### config.mk
export PLATFORM = sky130hd
export DESIGN_NAME = pipe_hazard_ctrl
export DESIGN_NICKNAME = d
export VERILOG_FILES = /design/src/rtl/pipe_hazard_ctrl.sv
export SDC_FILE = /design/constraint.sdc
export NUM_CORES = 1
export LEC_CHECK = 0
export ABC_CLOCK_PERIOD_IN_PS = 1800
export CAP_MARGIN = 10
export CORE_ASPECT_RATIO = 0.5
export CORE_MARGIN = 5
export CORE_UTILIZATION = 32
export DETAILED_ROUTE_END_ITERATION = 8
export PLACE_DENSITY = 0.86
export RECOVER_POWER = 100
export REMOVE_ABC_BUFFERS = 1
export SLEW_MARGIN = 25
export SYNTH_ARGS = -nofsm -noshare
export SYNTH_HDL_FRONTEND = slang
export SYNTH_SLANG_ARGS = --single-unit
export TNS_END_PERCENT = 20
### constraint.sdc
create_clock -name clk -period 1.8 [get_ports clk]
set_input_delay 0.36 -clock clk [delete_from_list [all_inputs] [get_ports clk]]
set_output_delay 0.36 -clock clk [all_outputs]
set_load 0.02 [all_outputs]
### src/rtl/pipe_hazard_ctrl.sv
// Hazard and sequencing controller for the 5-stage pipeline: EX forwarding selects,
// load-use stalls, redirect flushes and data-memory freeze. Perf counters need HAZ_PERF_CNT_EN.
module pipe_hazard_ctrl #(
  parameter int unsigned MEM_WAIT_MAX = 16,
  parameter int unsigned CNT_W        = 16
) (
  input  logic             clk,
  input  logic             reset,
  input  logic [4:0]       id_rs,
  input  logic [4:0]       id_rt,
  input  logic             id_uses_rs,
  input  logic             id_uses_rt,
  input  logic [4:0]       ex_rs,
  input  logic [4:0]       ex_rt,
  input  logic [4:0]       ex_write_addr,
  input  logic             ex_reg_write,
  input  logic             ex_mem_read,
  input  logic             ex_redirect,
  input  logic [4:0]       mem_write_addr,
  input  logic             mem_reg_write,
  input  logic             mem_req,
  input  logic             dmem_ready,
  input  logic [4:0]       wb_write_addr,
  input  logic             wb_reg_write,
  output logic             pc_write,
  output logic             ifid_write,
  output logic             idex_write,
  output logic             exmem_write,
  output logic             ifid_flush,
  output logic             idex_flush,
  output logic             memwb_bubble,
  output logic [1:0]       fwd_a,
  output logic [1:0]       fwd_b,
  output logic             mem_timeout,
  output logic [CNT_W-1:0] stall_count,
  output logic [CNT_W-1:0] flush_count
);

  typedef enum logic [0:0] {
    ST_RUN      = 1'b0,
    ST_MEM_WAIT = 1'b1
  } state_e;

  localparam logic [7:0] WAIT_MAX = 8'(MEM_WAIT_MAX);

  state_e     state_q, state_d;
  logic [7:0] wait_cnt_q, wait_cnt_d;
  logic       timeout_q, timeout_d;
  logic       load_use_s, freeze_s, abort_s;

  // EX/MEM wins over MEM/WB; r0 is hardwired and never forwarded.
  function automatic logic [1:0] fwd_sel(
    input logic [4:0] src,
    input logic       m_we,
    input logic [4:0] m_wa,
    input logic       w_we,
    input logic [4:0] w_wa
  );
    if (m_we && (m_wa != 5'd0) && (m_wa == src)) begin
      fwd_sel = 2'b01;
    end else if (w_we && (w_wa != 5'd0) && (w_wa == src)) begin
      fwd_sel = 2'b10;
    end else begin
      fwd_sel = 2'b00;
    end
  endfunction

  always_comb begin
    load_use_s = ex_mem_read && ex_reg_write && (ex_write_addr != 5'd0) &&
                 ((id_uses_rs && (id_rs == ex_write_addr)) ||
                  (id_uses_rt && (id_rt == ex_write_addr)));
    freeze_s   = 1'b0;
    abort_s    = 1'b0;
    state_d    = state_q;
    wait_cnt_d = wait_cnt_q;
    timeout_d  = timeout_q;
    case (state_q)
      ST_RUN: begin
        if (mem_req && !dmem_ready) begin
          freeze_s   = 1'b1;
          state_d    = ST_MEM_WAIT;
          wait_cnt_d = 8'd1;
        end else begin
          wait_cnt_d = 8'd0;
        end
      end
      ST_MEM_WAIT: begin
        if (dmem_ready) begin
          state_d    = ST_RUN;
          wait_cnt_d = 8'd0;
        end else if (wait_cnt_q < WAIT_MAX) begin
          freeze_s   = 1'b1;
          wait_cnt_d = wait_cnt_q + 8'd1;
        end else begin
          // Access abandoned: release the pipe with a bubble into MEM/WB.
          abort_s    = 1'b1;
          timeout_d  = 1'b1;
          state_d    = ST_RUN;
          wait_cnt_d = 8'd0;
        end
      end
      default: begin
        state_d    = ST_RUN;
        wait_cnt_d = 8'd0;
      end
    endcase
  end

  always_ff @(posedge clk) begin
    if (reset) begin
      state_q    <= ST_RUN;
      wait_cnt_q <= 8'd0;
      timeout_q  <= 1'b0;
    end else begin
      state_q    <= state_d;
      wait_cnt_q <= wait_cnt_d;
      timeout_q  <= timeout_d;
    end
  end

  always_comb begin
    pc_write     = 1'b0;
    ifid_write   = 1'b0;
    idex_write   = 1'b0;
    exmem_write  = 1'b0;
    ifid_flush   = 1'b0;
    idex_flush   = 1'b0;
    memwb_bubble = 1'b0;
    fwd_a        = 2'b00;
    fwd_b        = 2'b00;
    mem_timeout  = 1'b0;
    if (reset) begin
      memwb_bubble = 1'b0;
    end else begin
      fwd_a       = fwd_sel(ex_rs, mem_reg_write, mem_write_addr, wb_reg_write, wb_write_addr);
      fwd_b       = fwd_sel(ex_rt, mem_reg_write, mem_write_addr, wb_reg_write, wb_write_addr);
      mem_timeout = timeout_q;
      if (freeze_s) begin
        memwb_bubble = 1'b1;
      end else begin
        pc_write     = 1'b1;
        ifid_write   = 1'b1;
        idex_write   = 1'b1;
        exmem_write  = 1'b1;
        memwb_bubble = abort_s;
        // A redirect makes the ID instruction wrong-path, so its load-use is moot.
        if (ex_redirect) begin
          ifid_flush = 1'b1;
          idex_flush = 1'b1;
        end else if (load_use_s) begin
          pc_write   = 1'b0;
          ifid_write = 1'b0;
          idex_flush = 1'b1;
        end else begin
          idex_flush = 1'b0;
        end
      end
    end
  end

`ifdef HAZ_PERF_CNT_EN
  logic [CNT_W-1:0] stall_q, flush_q;

  always_ff @(posedge clk) begin
    if (reset) begin
      stall_q <= {CNT_W{1'b0}};
      flush_q <= {CNT_W{1'b0}};
    end else begin
      if ((freeze_s || (!ex_redirect && load_use_s)) && !(&stall_q)) begin
        stall_q <= stall_q + {{(CNT_W-1){1'b0}}, 1'b1};
      end
      if (ex_redirect && !freeze_s && !(&flush_q)) begin
        flush_q <= flush_q + {{(CNT_W-1){1'b0}}, 1'b1};
      end
    end
  end

  assign stall_count = reset ? {CNT_W{1'b0}} : stall_q;
  assign flush_count = reset ? {CNT_W{1'b0}} : flush_q;
`else
  assign stall_count = {CNT_W{1'b0}};
  assign flush_count = {CNT_W{1'b0}};
`endif

endmodule
======== Word-level counts from Yosys, hierarchy flattened ========
Index checks and enable logic that the tools add are counted.
storage, ports and cells
  bits in registers ....................... 10
  bits of input ports ..................... 46
  word-level logic and storage cells ...... 65
cells by class
  add/subtract/negate cells ............... 1
  $lt $le $gt $ge ......................... 1
  equality and inequality tests ........... 6
  mux-type cells .......................... 33
  bitwise gates (word level) .............. 3
  reductions and logical operators ........ 18
operators with widths
  cell                 number
  $eq 5x5->1           6
  $mux 1               23
  $mux 8               2
  $pmux 8 s2           1
  $reduce_bool 5->1    3
  $logic_and 1x1->1    12
  $mux 2               6
  $add 8x1->8 const B  1
  $lt 8x5->1 const B   1
  $not 1->1            3
  $reduce_and 3->1     1
  $pmux 1 s2           1
  $logic_not 1->1      1
  $logic_or 1x1->1     1

======== Depth between registers and ports, before layout ========
Gate-level depths: netlist (run 1).
  depth after elaboration ................. 8
  mapped depth ............................ 5

======== Worst setup path before layout (run 1) ========
No wires, ideal clock.
  kind .................................... in2out
  start ................................... input mem_req
  end ..................................... output idex_flush
  arrival time ............................ 1925 ps
  required time ........................... 1440 ps
  path slack .............................. -485 ps
  stages on the path ...................... 4
  buffers on the path ..................... 0
  cell sequence ........................... nor3b_1 a311oi_1 and2_1 o21bai_1
on the way
  word-level cells in the longest chain between the ends .. 5
ends and longest elaborated chain
  item               line  text
  start, declared    21    input logic mem_req,
  $logic_and 1x1->1  79    if (mem_req && !dmem_ready) begin
  $mux 1             79
  $pmux 1 s2         77    case (state_q)
  $mux 1             138   if (freeze_s) begin
  $mux 1             132   if (reset) begin
  end, declared      30    output logic idex_flush,
Every way passes these cells.

======== Final worst setup path (run 1) ========
  start ................................... input mem_write_addr[1]
  end ..................................... output fwd_a[1]
on the way
  word-level cells in the longest chain between the ends .. 5
  elaborated cells between the ends (all ways) .. 6
ends and longest elaborated chain
  item                 line  text
  start, declared      19    input logic [4:0] mem_write_addr,
  $reduce_bool 5->1    59    if (m_we && (m_wa != 5'd0) && (m_wa == src)) begin
  $logic_and 1x1->1    59
  $logic_and 1x1->1 *  59
  $mux 2 *             59
  $mux 2 *             132
  end, declared        32    output logic [1:0] fwd_a,
Every way passes the cells marked *; elsewhere a longest branch is shown, timed or not.

==> summary.md, run 1 <==
| Metric | Value |
|---|---|
| Status | `complete, but fails checks` |
| Failing checks | `negative setup slack` |
| R2r setup slk | `0.36 ns` |
| Setup CP Type | `in -> out` |
| Final non-filler cell area | `0.001827 mm²` |
| GRT Overall Usage | `0.1352` |
| Sequential share of the synthesized area | `0.1869` |
| Reg2reg end | `wait_cnt_q[0]` |
| Max_cap viols | `0` |
| Post-synth EDFFs | `0` |
| Area after DPL | `0.001789 mm²` |
| Hold path cells | `3` |
| Tcrit/Tclk final | `1.149` |
| Share of total power in combinational logic | `0.444` |
| Sequential group share of total power | `0.287` |
| Synthesized area per cell | `~8.4 µm²` |
| Mapped Cells | `~130` |
| Ys flop type | `dfxtp_1` |
| Die Y | `50.91 µm` |
| Vias per cell | `4.278` |
| Fillers | `~300` |
| Total core area | `about 0.0031 mm²` |
| Io pins | `90` |
| Top post-synthesis cells by area | `buf_4, dfxtp_1, xor2_1` |
| Htree depth | `1` |
| Fmax achieved | `483.4 MHz` |
| Clk network pwr share | `0.269` |
| CTS Root Cell | `clkbuf_8` |
| Grt ovf | `0` |
| Top-area cell type share of the netlist area | `0.2383` |
| RSZ-0062 raised after global routing | `true` |
| Cell taking the most area after synthesis | `buf_4` |
| NetSw | `about 270 µW` |
| Antenna diodes | `0` |
| Drt drc | `0` |
| # rows | `14` |
| Die X | `between 90 and 100 µm` |
| Final cell count without fillers | `259` |
| Layout area overhead | `70.56%` |
| Final min period | `a little over 2 ns` |
| Worst-case reg-to-reg path depth | `5` |
| Worst hold path type | `in -> reg` |
| Clock sinks | `10` |
| WL per Instance | `13.10 µm` |
| Initial antenna violation count | `0` |
| Clk pin slew, worst setup/hold paths | `0.04 ns` |
| Inst Count DP | `255` |
| Skew final | `0.001162 ns` |
| Detailed Routing Iterations Pass 1 | `4` |
| # nets final | `about 270` |
| Layout cell share with drive strength beyond 1 | `0.3288` |
| Critical register-to-register path startpoint | `wait_cnt_q[7]` |
| TritonCTS clock tree | `done` |
| Cell Int Power | `548.2 µW` |
| Seq cells post-synth | `10` |
| Later-pin clock latency in the skew report | `0.23 ns` |
| Worst Slack Setup Final | `-0.2688 ns` |
| IO buf count | `57` |
| CP required | `1.44 ns` |
| Hold-fix buffers, CTS | `0` |
| Number of global-route vias before repair | `1195` |
| WHS | `0.5039 ns` |
| Crit-path max FO | `3` |
| Setup_tns | `-1.505 ns` |
| Global-route wire length before repair | `5106 µm` |
| Full die area | `roughly 0.0047 mm²` |
| Nature of the critical path endpoint | `output pin` |
| Vias after detailed routing | `1108` |
| Synth Warn # | `0` |
| Final hold violations | `0` |
| Final Core Density | `0.5892` |
| Worst Hold Launch | `dmem_ready` |
| Worst Path Arrival | `1.71 ns` |
| Max Slew Vio Count | `0` |
| Final ANT Viol Nets | `0` |
| Pwr Density | `448.7 mW/mm²` |
| Post-synthesis cell type count | `28` |
| Final HPWL DP | `2638 µm` |
| Drt first-iter violations | `8` |
| Asr flop ratio synth | `0` |
| Lkg Pwr | `0.0008396 µW` |
| Worst Hold Path EP | `state_q` |
| Routed wire length | `approximately 3400 µm` |
| Max VDD drop | `between 0.2 and 0.25 mV` |
| Post-Syn Area | `0.001071 mm²` |
| Setup crit start kind | `input pin` |
| Largest net degree at the start of global routing | `7` |
| Endpoints failing setup | `10` |
| CTS Buf Count | `3` |
| Clock Path Buffers | `2` |
| Sw Share | `0.3311` |
| RePlAce Congestion | `a little under 0.8` |
| Initial Util | `0.3454` |
-- cells by family after synthesis --
logic type,count (synthesis),share of synthesized area
AO/OA/AOI/OAI,10,0.07476
XOR/XNOR,33,0.2699
adder cells (fa/ha/maj),1,0.01168
buffers and inverters,38,0.2523
flip-flops,10,0.1869
multiplexers,1,0.009346
other,1,0.003501
AND/OR/NAND/NOR,34,0.1916
-- metal layers --
layer	GRT usage	share of wire
met1	0.1229	0.35
met2	0.2890	0.54
met3	0.03666	0.091
met4	0.05419	0.017
met5	0	0
-- state kept, by name, summed over array words and instances, names as in the netlist --
register    cells
wait_cnt_q      8
state_q         1
timeout_q       1
-- how the worst max path moves through the flow --
stage / startpoint / end / slack (ns) / cells past startpoint
final: mem_write_addr[1] / fwd_a[1] / -0.27 / 6
after floorplan: mem_req / idex_flush / -0.89 / 4
after CTS: wb_write_addr[3] / fwd_a[1] / -0.27 / 6
after global routing: mem_write_addr[1] / fwd_b[1] / -0.34 / 6
after detailed placement: mem_write_addr[1] / fwd_a[1] / -1.13 / 6
after global placement: mem_write_addr[1] / fwd_b[1] / -1.08 / 6
-- power by group through the flow --
stage	logic (µW)	clock network, µW	registers (µW)
after global placement	359	0	236
after global routing	390	245	235
after detailed placement	364	0	236
after floorplan	155	0	236
after CTS	351	231	232
final	364	221	235
-- layout make-up --
class                           instances  area [µm²]  share of cell area
Clock buffer                            3       41.29             0.02260
Inverter                                4       15.01            0.008219
Multi-Input combinational cell        114       808.3              0.4425
Sequential cell                        10       201.4              0.1103
Tap cell                               40       50.05             0.02740
Timing Repair Buffer                   88       710.7              0.3890
-- cells in the mapped netlist, types with 3 or more instances --
master	n
buf_4	34
xor2_1	20
xnor2_1	13
dfxtp_1	10
nand3_1	5
nor2_1	5
inv_1	4
nand2_1	4
nor4_1	4
or4_1	4
nor3_1	3
nor4_2	3
-- critical path: stages --
cell and delay (ns):
buf_8 0.10, or4_4 0.54, o21ai_4 0.17, nor3_2 0.07, nor4_2 0.28, buf_4 0.18
-- layout by cell type, fill, tap and decap left out, types with 2 or more instances in the layout --
cell,netlist,final
conb_1,1,35
buf_4,34,29
xor2_1,20,20
xnor2_1,13,13
dlygate4sd2_1,0,13
clkdlybuf4s50_1,0,12
buf_2,0,12
dfxtp_1,10,9
buf_6,0,8
nand3_1,5,5
nor2_1,5,5
clkbuf_2,0,5
clkdlybuf4s15_1,0,5
nand2_1,4,4
inv_1,4,4
nor4_1,4,3
clkbuf_8,0,3
or4_4,0,2
nor4_4,0,2
o21a_1,2,2
nor2b_1,2,2
nor3_2,0,2
or4_1,4,2
nor4_2,3,2
o21bai_1,2,2
clkbuf_1,0,2
-- repair_timing --
action                                  in CTS  in global routing
hold endpoints to repair                     0                  0
setup buffers                                1                  1
pin swaps                                   15                  8
gates resized for setup                    138                 25
endpoints found under the setup margin      12                 11
-- through the flow --
step	worst slack [ns]	power, µW
after detailed placement	-1.134	600.2
after CTS	-0.2725	814.0
after global placement	-1.083	594.4
after floorplan	-0.8929	390.9
final	-0.2688	819.6
after global routing	-0.3418	870.4
Power figures use the tool's default switching activity.
==> inputs of run 2 (changes only) <==
--- a/config.mk
+++ b/config.mk
@@ -5,13 +5,14 @@
 export SDC_FILE = /design/constraint.sdc
 export NUM_CORES = 1
 export LEC_CHECK = 0
-export ABC_CLOCK_PERIOD_IN_PS = 1800
 export CAP_MARGIN = 10
+export CELL_PAD_IN_SITES_DETAIL_PLACEMENT = 1
+export CELL_PAD_IN_SITES_GLOBAL_PLACEMENT = 2
 export CORE_ASPECT_RATIO = 0.5
 export CORE_MARGIN = 5
-export CORE_UTILIZATION = 32
+export CORE_UTILIZATION = 16
 export DETAILED_ROUTE_END_ITERATION = 8
-export PLACE_DENSITY = 0.86
+export PLACE_DENSITY = 0.87
 export RECOVER_POWER = 100
 export REMOVE_ABC_BUFFERS = 1
 export SLEW_MARGIN = 25
==> summary.md, run 2 (synthesis results as in run 1) <==
| Metric | Value |
|---|---|
| Status | `complete, but fails checks` |
| Failing checks | `negative setup slack` |
| CTS Buf Count | `3` |
| Full die area | `0.008530 mm²` |
| Fmax achieved | `483.1 MHz` |
| # rows | `21` |
| Top reg by flops | `wait_cnt_q` |
| Clock Path Buffers | `2` |
| Critical register-to-register path startpoint | `wait_cnt_q[5]` |
| Skew final | `0.0008316 ns` |
| Design Power | `1015 µW` |
| Pwr Density | `490.3 mW/mm²` |
| Final hold violations | `0` |
| WL per Instance | `12.55 µm` |
| TritonCTS clock tree | `done` |
| Tcrit/Tclk final | `1.150` |
| Nature of the critical path endpoint | `output pin` |
| Worst-case reg-to-reg path depth | `5` |
| Die Y | `67.86 µm` |
| Initial antenna violation count | `0` |
| Clk pin slew, worst setup/hold paths | `0.04 ns` |
| GRT Overall Usage | `0.08379` |
| Drt drc | `0` |
| Later-pin clock latency in the skew report | `roughly 0.23 ns` |
| Final ANT Viol Nets | `0` |
| R2r setup slk | `approximately 0.45 ns` |
| Vias per cell | `3.640` |
| Crit path capture | `fwd_a[1]` |
| Vias after detailed routing | `1132` |
| Hold-fix buffers, CTS | `0` |
| Htree depth | `1` |
| Total core area | `0.006595 mm²` |
| CTS Root Cell | `clkbuf_16` |
| Die X | `125.7 µm` |
| Crit-path max FO | `3` |
| Reg2reg end | `wait_cnt_q[0]` |
| Detailed Routing Iterations Pass 1 | `3` |
| Max VDD drop | `~0.33 mV` |
| Routed wire length | `3904 µm` |
| Worst Slack Setup Final | `-0.2700 ns` |
| Clock sinks | `10` |
| Fillers | `803` |
| Final min period | `2.070 ns` |
| Number of global-route vias before repair | `1198` |
| Inst Count DP | `304` |
| Setup CP Type | `in -> out` |
| Max_cap viols | `0` |
| Max FFs per register | `8` |
| CP Launch Point | `mem_write_addr[2]` |
| IO buf count | `57` |
| Layout cell share with drive strength beyond 1 | `0.4612` |
| Setup crit start kind | `input pin` |
| Endpoints failing setup | `8` |
| Initial Util | `0.1624` |
| Worst Path Arrival | `1.71 ns` |
| WHS | `0.4878 ns` |
| Global-route wire length before repair | `5782 µm` |
| CP required | `1.44 ns` |
| RSZ-0062 raised after global routing | `true` |
| Max Slew Vio Count | `0` |
| Biggest regs | `wait_cnt_q: 8 flops, state_q: 1 flops, timeout_q: 1 flops` |
| Lkg Pwr | `between 0.0009 and 0.001 µW` |
| Most frequent cells in the layout | `conb_1, buf_4, buf_6` |
| # nets final | `roughly 270` |
| Antenna diodes | `0` |
| Worst hold path type | `in -> reg` |
| Io pins | `90` |
| Commonest non-fill, non-tap cell in the layout | `conb_1` |
| RePlAce Congestion | `between 0.7 and 0.8` |
| Final cell count without fillers | `around 310` |
| Largest net degree at the start of global routing | `7` |
| Grt ovf | `0` |
| Layout area overhead | `93.34%` |
| Drt first-iter violations | `17` |
| Final HPWL DP | `3319 µm` |
run 2: cell type report:
cell class / instances / area, µm² / area share
clock buffers: 3 / 75.07 / 0.03625
inverters: 4 / 15.01 / 0.007251
multi-input cells: 114 / 913.4 / 0.4411
flip-flops and latches: 10 / 206.4 / 0.09970
well taps: 92 / 115.1 / 0.05559
repair buffers: 88 / 745.7 / 0.3601
run 2: stage by stage:
stage	utilization	TNS [ns]	instance area [µm²]	worst slack (ns)
2_1_floorplan	-	-4.011	943.4	-0.8929
3_5_place_dp	0.2777	-9.902	1832	-1.130
6_report	0.3140	-1.382	2071	-0.2700
3_3_place_gp	0.2777	-9.643	1832	-1.091
4_1_cts	0.3005	-1.518	1982	-0.2723
5_1_grt	0.3140	-1.978	2071	-0.3408
run 2: worst min path at each step:
stage	cells past startpoint	to	startpoint
6_report	3	state_q	dmem_ready
5_1_grt	3	state_q	dmem_ready
4_1_cts	2	wait_cnt_q[0]	wait_cnt_q[0]
3_5_place_dp	2	wait_cnt_q[0]	wait_cnt_q[0]
3_3_place_gp	2	wait_cnt_q[3]	wait_cnt_q[3]
2_1_floorplan	1	state_q	reset
run 2: routing by layer:
layer	wire [µm]	part of all wire	track usage	up-vias
met5	0	0	0	-
met4	54	0.014	0.02973	0
met3	227	0.058	0.01091	5
met2	2224	0.57	0.1762	46
met1	1398	0.36	0.08784	535
li1	-	-	-	546
run 2: timing repair:
| item | 4_1_cts | 5_1_grt |
|---|---|---|
| resized for setup | 172 | 48 |
| buffers inserted | 2 | 3 |
| endpoints found under the setup margin | 12 | 11 |
| pin swaps | 16 | 20 |
run 2: where the power goes:
| group | leakage (µW) | switching [µW] | internal [µW] |
|---|---|---|---|
| Clock | 0.0000370 | 89.0 | 287 |
| Sequential | 0.0000833 | 5.80 | 229 |
| Combinational | 0.000810 | 211 | 194 |
run 2: critical path, cell delays in order:
cell,delay [ns]
buf_6,0.09
or4_4,0.56
o21ai_4,0.19
nor3_2,0.06
nor4_2,0.26
buf_4,0.18
==> inputs of run 3 (changes only) <==
==> constraint.sdc (replaced) <==
create_clock -name clk -period 1.8 [get_ports clk]
set_input_delay 0.36 -clock clk [delete_from_list [all_inputs] [get_ports clk]]
set_output_delay 0.36 -clock clk [all_outputs]
set_load 0.1 [all_outputs]
==> summary.md, run 3 (synthesis results as in run 1) <==
| Metric | Value |
|---|---|
| Largest net degree at the start of global routing | `7` |
| WL per Instance | `about 13 µm` |
| Worst-case reg-to-reg path depth | `5` |
| Grt ovf | `0` |
| Share of total power in combinational logic | `0.554` |
| Total core area | `0.006595 mm²` |
| CTS Root Cell | `clkbuf_16` |
| Initial antenna violation count | `0` |
| Cell Int Power | `approximately 750 µW` |
| Final hold violations | `0` |
| Worst hold path type | `in -> reg` |
| WHS | `0.4783 ns` |
| Pwr Density | `a little over 600 mW/mm²` |
| Sequential group share of total power | `0.169` |
| Hold path cells | `3` |
| Die Y | `67.86 µm` |
| CP required | `approximately 1.4 ns` |
| Vias after detailed routing | `1112` |
| Layout area overhead | `115.0%` |
| Nature of the critical path endpoint | `output pin` |
| GRT Overall Usage | `0.08933` |
| Clk network pwr share | `0.277` |
| Final HPWL DP | `roughly 3300 µm` |
| Hold-fix buffers, CTS | `0` |
| Worst Hold Launch | `reset` |
| # rows | `21` |
| Worst Slack Setup Final | `-0.3770 ns` |
| IO buf count | `57` |
| RSZ-0062 raised after global routing | `true` |
| Tcrit/Tclk final | `1.209` |
| Biggest regs | `wait_cnt_q: 8 flops, state_q: 1 flops, timeout_q: 1 flops` |
| Endpoints failing setup | `10` |
| Final Core Density | `0.3491` |
| Lkg Pwr | `0.0009627 µW` |
| TritonCTS clock tree | `done` |
| Worst Hold Path EP | `state_q` |
| RePlAce Congestion | `0.7758` |
| Htree depth | `1` |
| Vias per cell | `3.599` |
| Layout cell share with drive strength beyond 1 | `0.4747` |
| Final min period | `2.177 ns` |
| Least-Margin Pin Slew | `between 0.5 and 0.6 ns` |
| NetSw | `640.5 µW` |
| Max FFs per register | `8` |
| Drt drc | `0` |
| Crit-path max FO | `2` |
| Fmax achieved | `approximately 460 MHz` |
| Worst Path Arrival | `about 1.8 ns` |
| Most frequent cells in the layout | `conb_1, buf_4, buf_6` |
| CTS Buf Count | `3` |
| Max-slew headroom | `0.6403` |
| Die X | `125.7 µm` |
| Skew final | `0.002617 ns` |
| Io pins | `90` |
| R2r setup slk | `0.48 ns` |
| Max Slew Vio Count | `0` |
| Failing checks | `negative setup slack` |
| Reg2reg end | `wait_cnt_q[0]` |
| Antenna diodes | `0` |
| Status | `complete, but fails checks` |
| # nets final | `266` |
| Clock sinks | `10` |
| Final ANT Viol Nets | `0` |
| Clk pin slew, worst setup/hold paths | `~0.040 ns` |
| Drt first-iter violations | `23` |
| Critical register-to-register path startpoint | `wait_cnt_q[5]` |
| Number of global-route vias before repair | `1262` |
| Global-route wire length before repair | `6085 µm` |
| Routed wire length | `4129 µm` |
| Commonest non-fill, non-tap cell in the layout | `conb_1` |
| Max VDD drop | `0.2115 mV` |
| Full die area | `0.008530 mm²` |
| Clock Path Buffers | `2` |
| Initial Util | `0.1624` |
| Setup crit start kind | `input pin` |
| Sw Share | `0.4610` |
| Max_cap viols | `0` |
| Detailed Routing Iterations Pass 1 | `3` |
| Top reg by flops | `wait_cnt_q` |
| Later-pin clock latency in the skew report | `0.23 ns` |
| Setup CP Type | `in -> out` |
run 3: critical path: stages:
cell	delay, ns
clkdlybuf4s50_1	0.53
xnor2_1	0.15
nand2_1	0.14
nor4_2	0.30
buf_4	0.18
buf_12	0.16
run 3: final cells by class:
cell class	instances	area, µm²
clock buffer	3	75.07
sequential	10	201.4
timing repair buffer	86	859.6
tap	92	115.1
fill	777	4293
multi-input combinational	114	1036
inverter	4	15.01
run 3: per-layer routing:
| layer | routed length, µm | up-vias | GRT usage | share of wire |
|---|---|---|---|---|
| met1 | 1479 | 527 | 0.09175 | 0.36 |
| met2 | 2420 | 43 | 0.1961 | 0.59 |
| met3 | 193 | 4 | 0.009353 | 0.047 |
| met4 | 36 | 0 | 0.02432 | 0.0087 |
| li1 | - | 538 | - | - |
| met5 | 0 | - | 0 | 0 |
run 3: per-stage QoR:
stage | power, µW | std cells | instance area (µm²) | setup TNS [ns] | setup slack, ns
global route | 1440 | 309 | 2302 | -2.917 | -0.4182
detailed placement | 935.8 | 305 | 1959 | -5.954 | -0.9207
floorplan | 690.9 | 128 | 943.4 | -37.72 | -5.928
global placement | 925.9 | 305 | 1959 | -5.688 | -0.7828
finish | 1389 | 309 | 2302 | -2.291 | -0.3770
CTS | 1353 | 309 | 2182 | -2.588 | -0.3743
run 3: power groups by stage:
| stage | combinational (µW) | clock, µW | sequential [µW] |
|---|---|---|---|
| 2_1_floorplan | 455 | 0 | 236 |
| 3_3_place_gp | 690 | 0 | 236 |
| 3_5_place_dp | 700 | 0 | 236 |
| 4_1_cts | 728 | 390 | 235 |
| 5_1_grt | 799 | 406 | 235 |
| 6_report | 770 | 385 | 235 |
run 3: how the worst max path moves through the flow:
stage / startpoint / endpoint / slack (ns) / cells after the start
floorplan: dmem_ready / idex_flush / -5.93 / 4
global placement: mem_write_addr[1] / fwd_a[1] / -0.78 / 6
detailed placement: mem_write_addr[1] / fwd_b[1] / -0.92 / 6
CTS: wb_write_addr[3] / fwd_b[1] / -0.37 / 6
global route: reset / fwd_b[1] / -0.42 / 6
finish: ex_rs[0] / fwd_a[0] / -0.38 / 6
run 3: what timing repair did:
item                       in CTS  in global routing
setup endpoints to repair      11                 10
cloned                          0                  0
resized for setup             125                 51
pin swaps                      19                 14
setup buffers                   2                  0
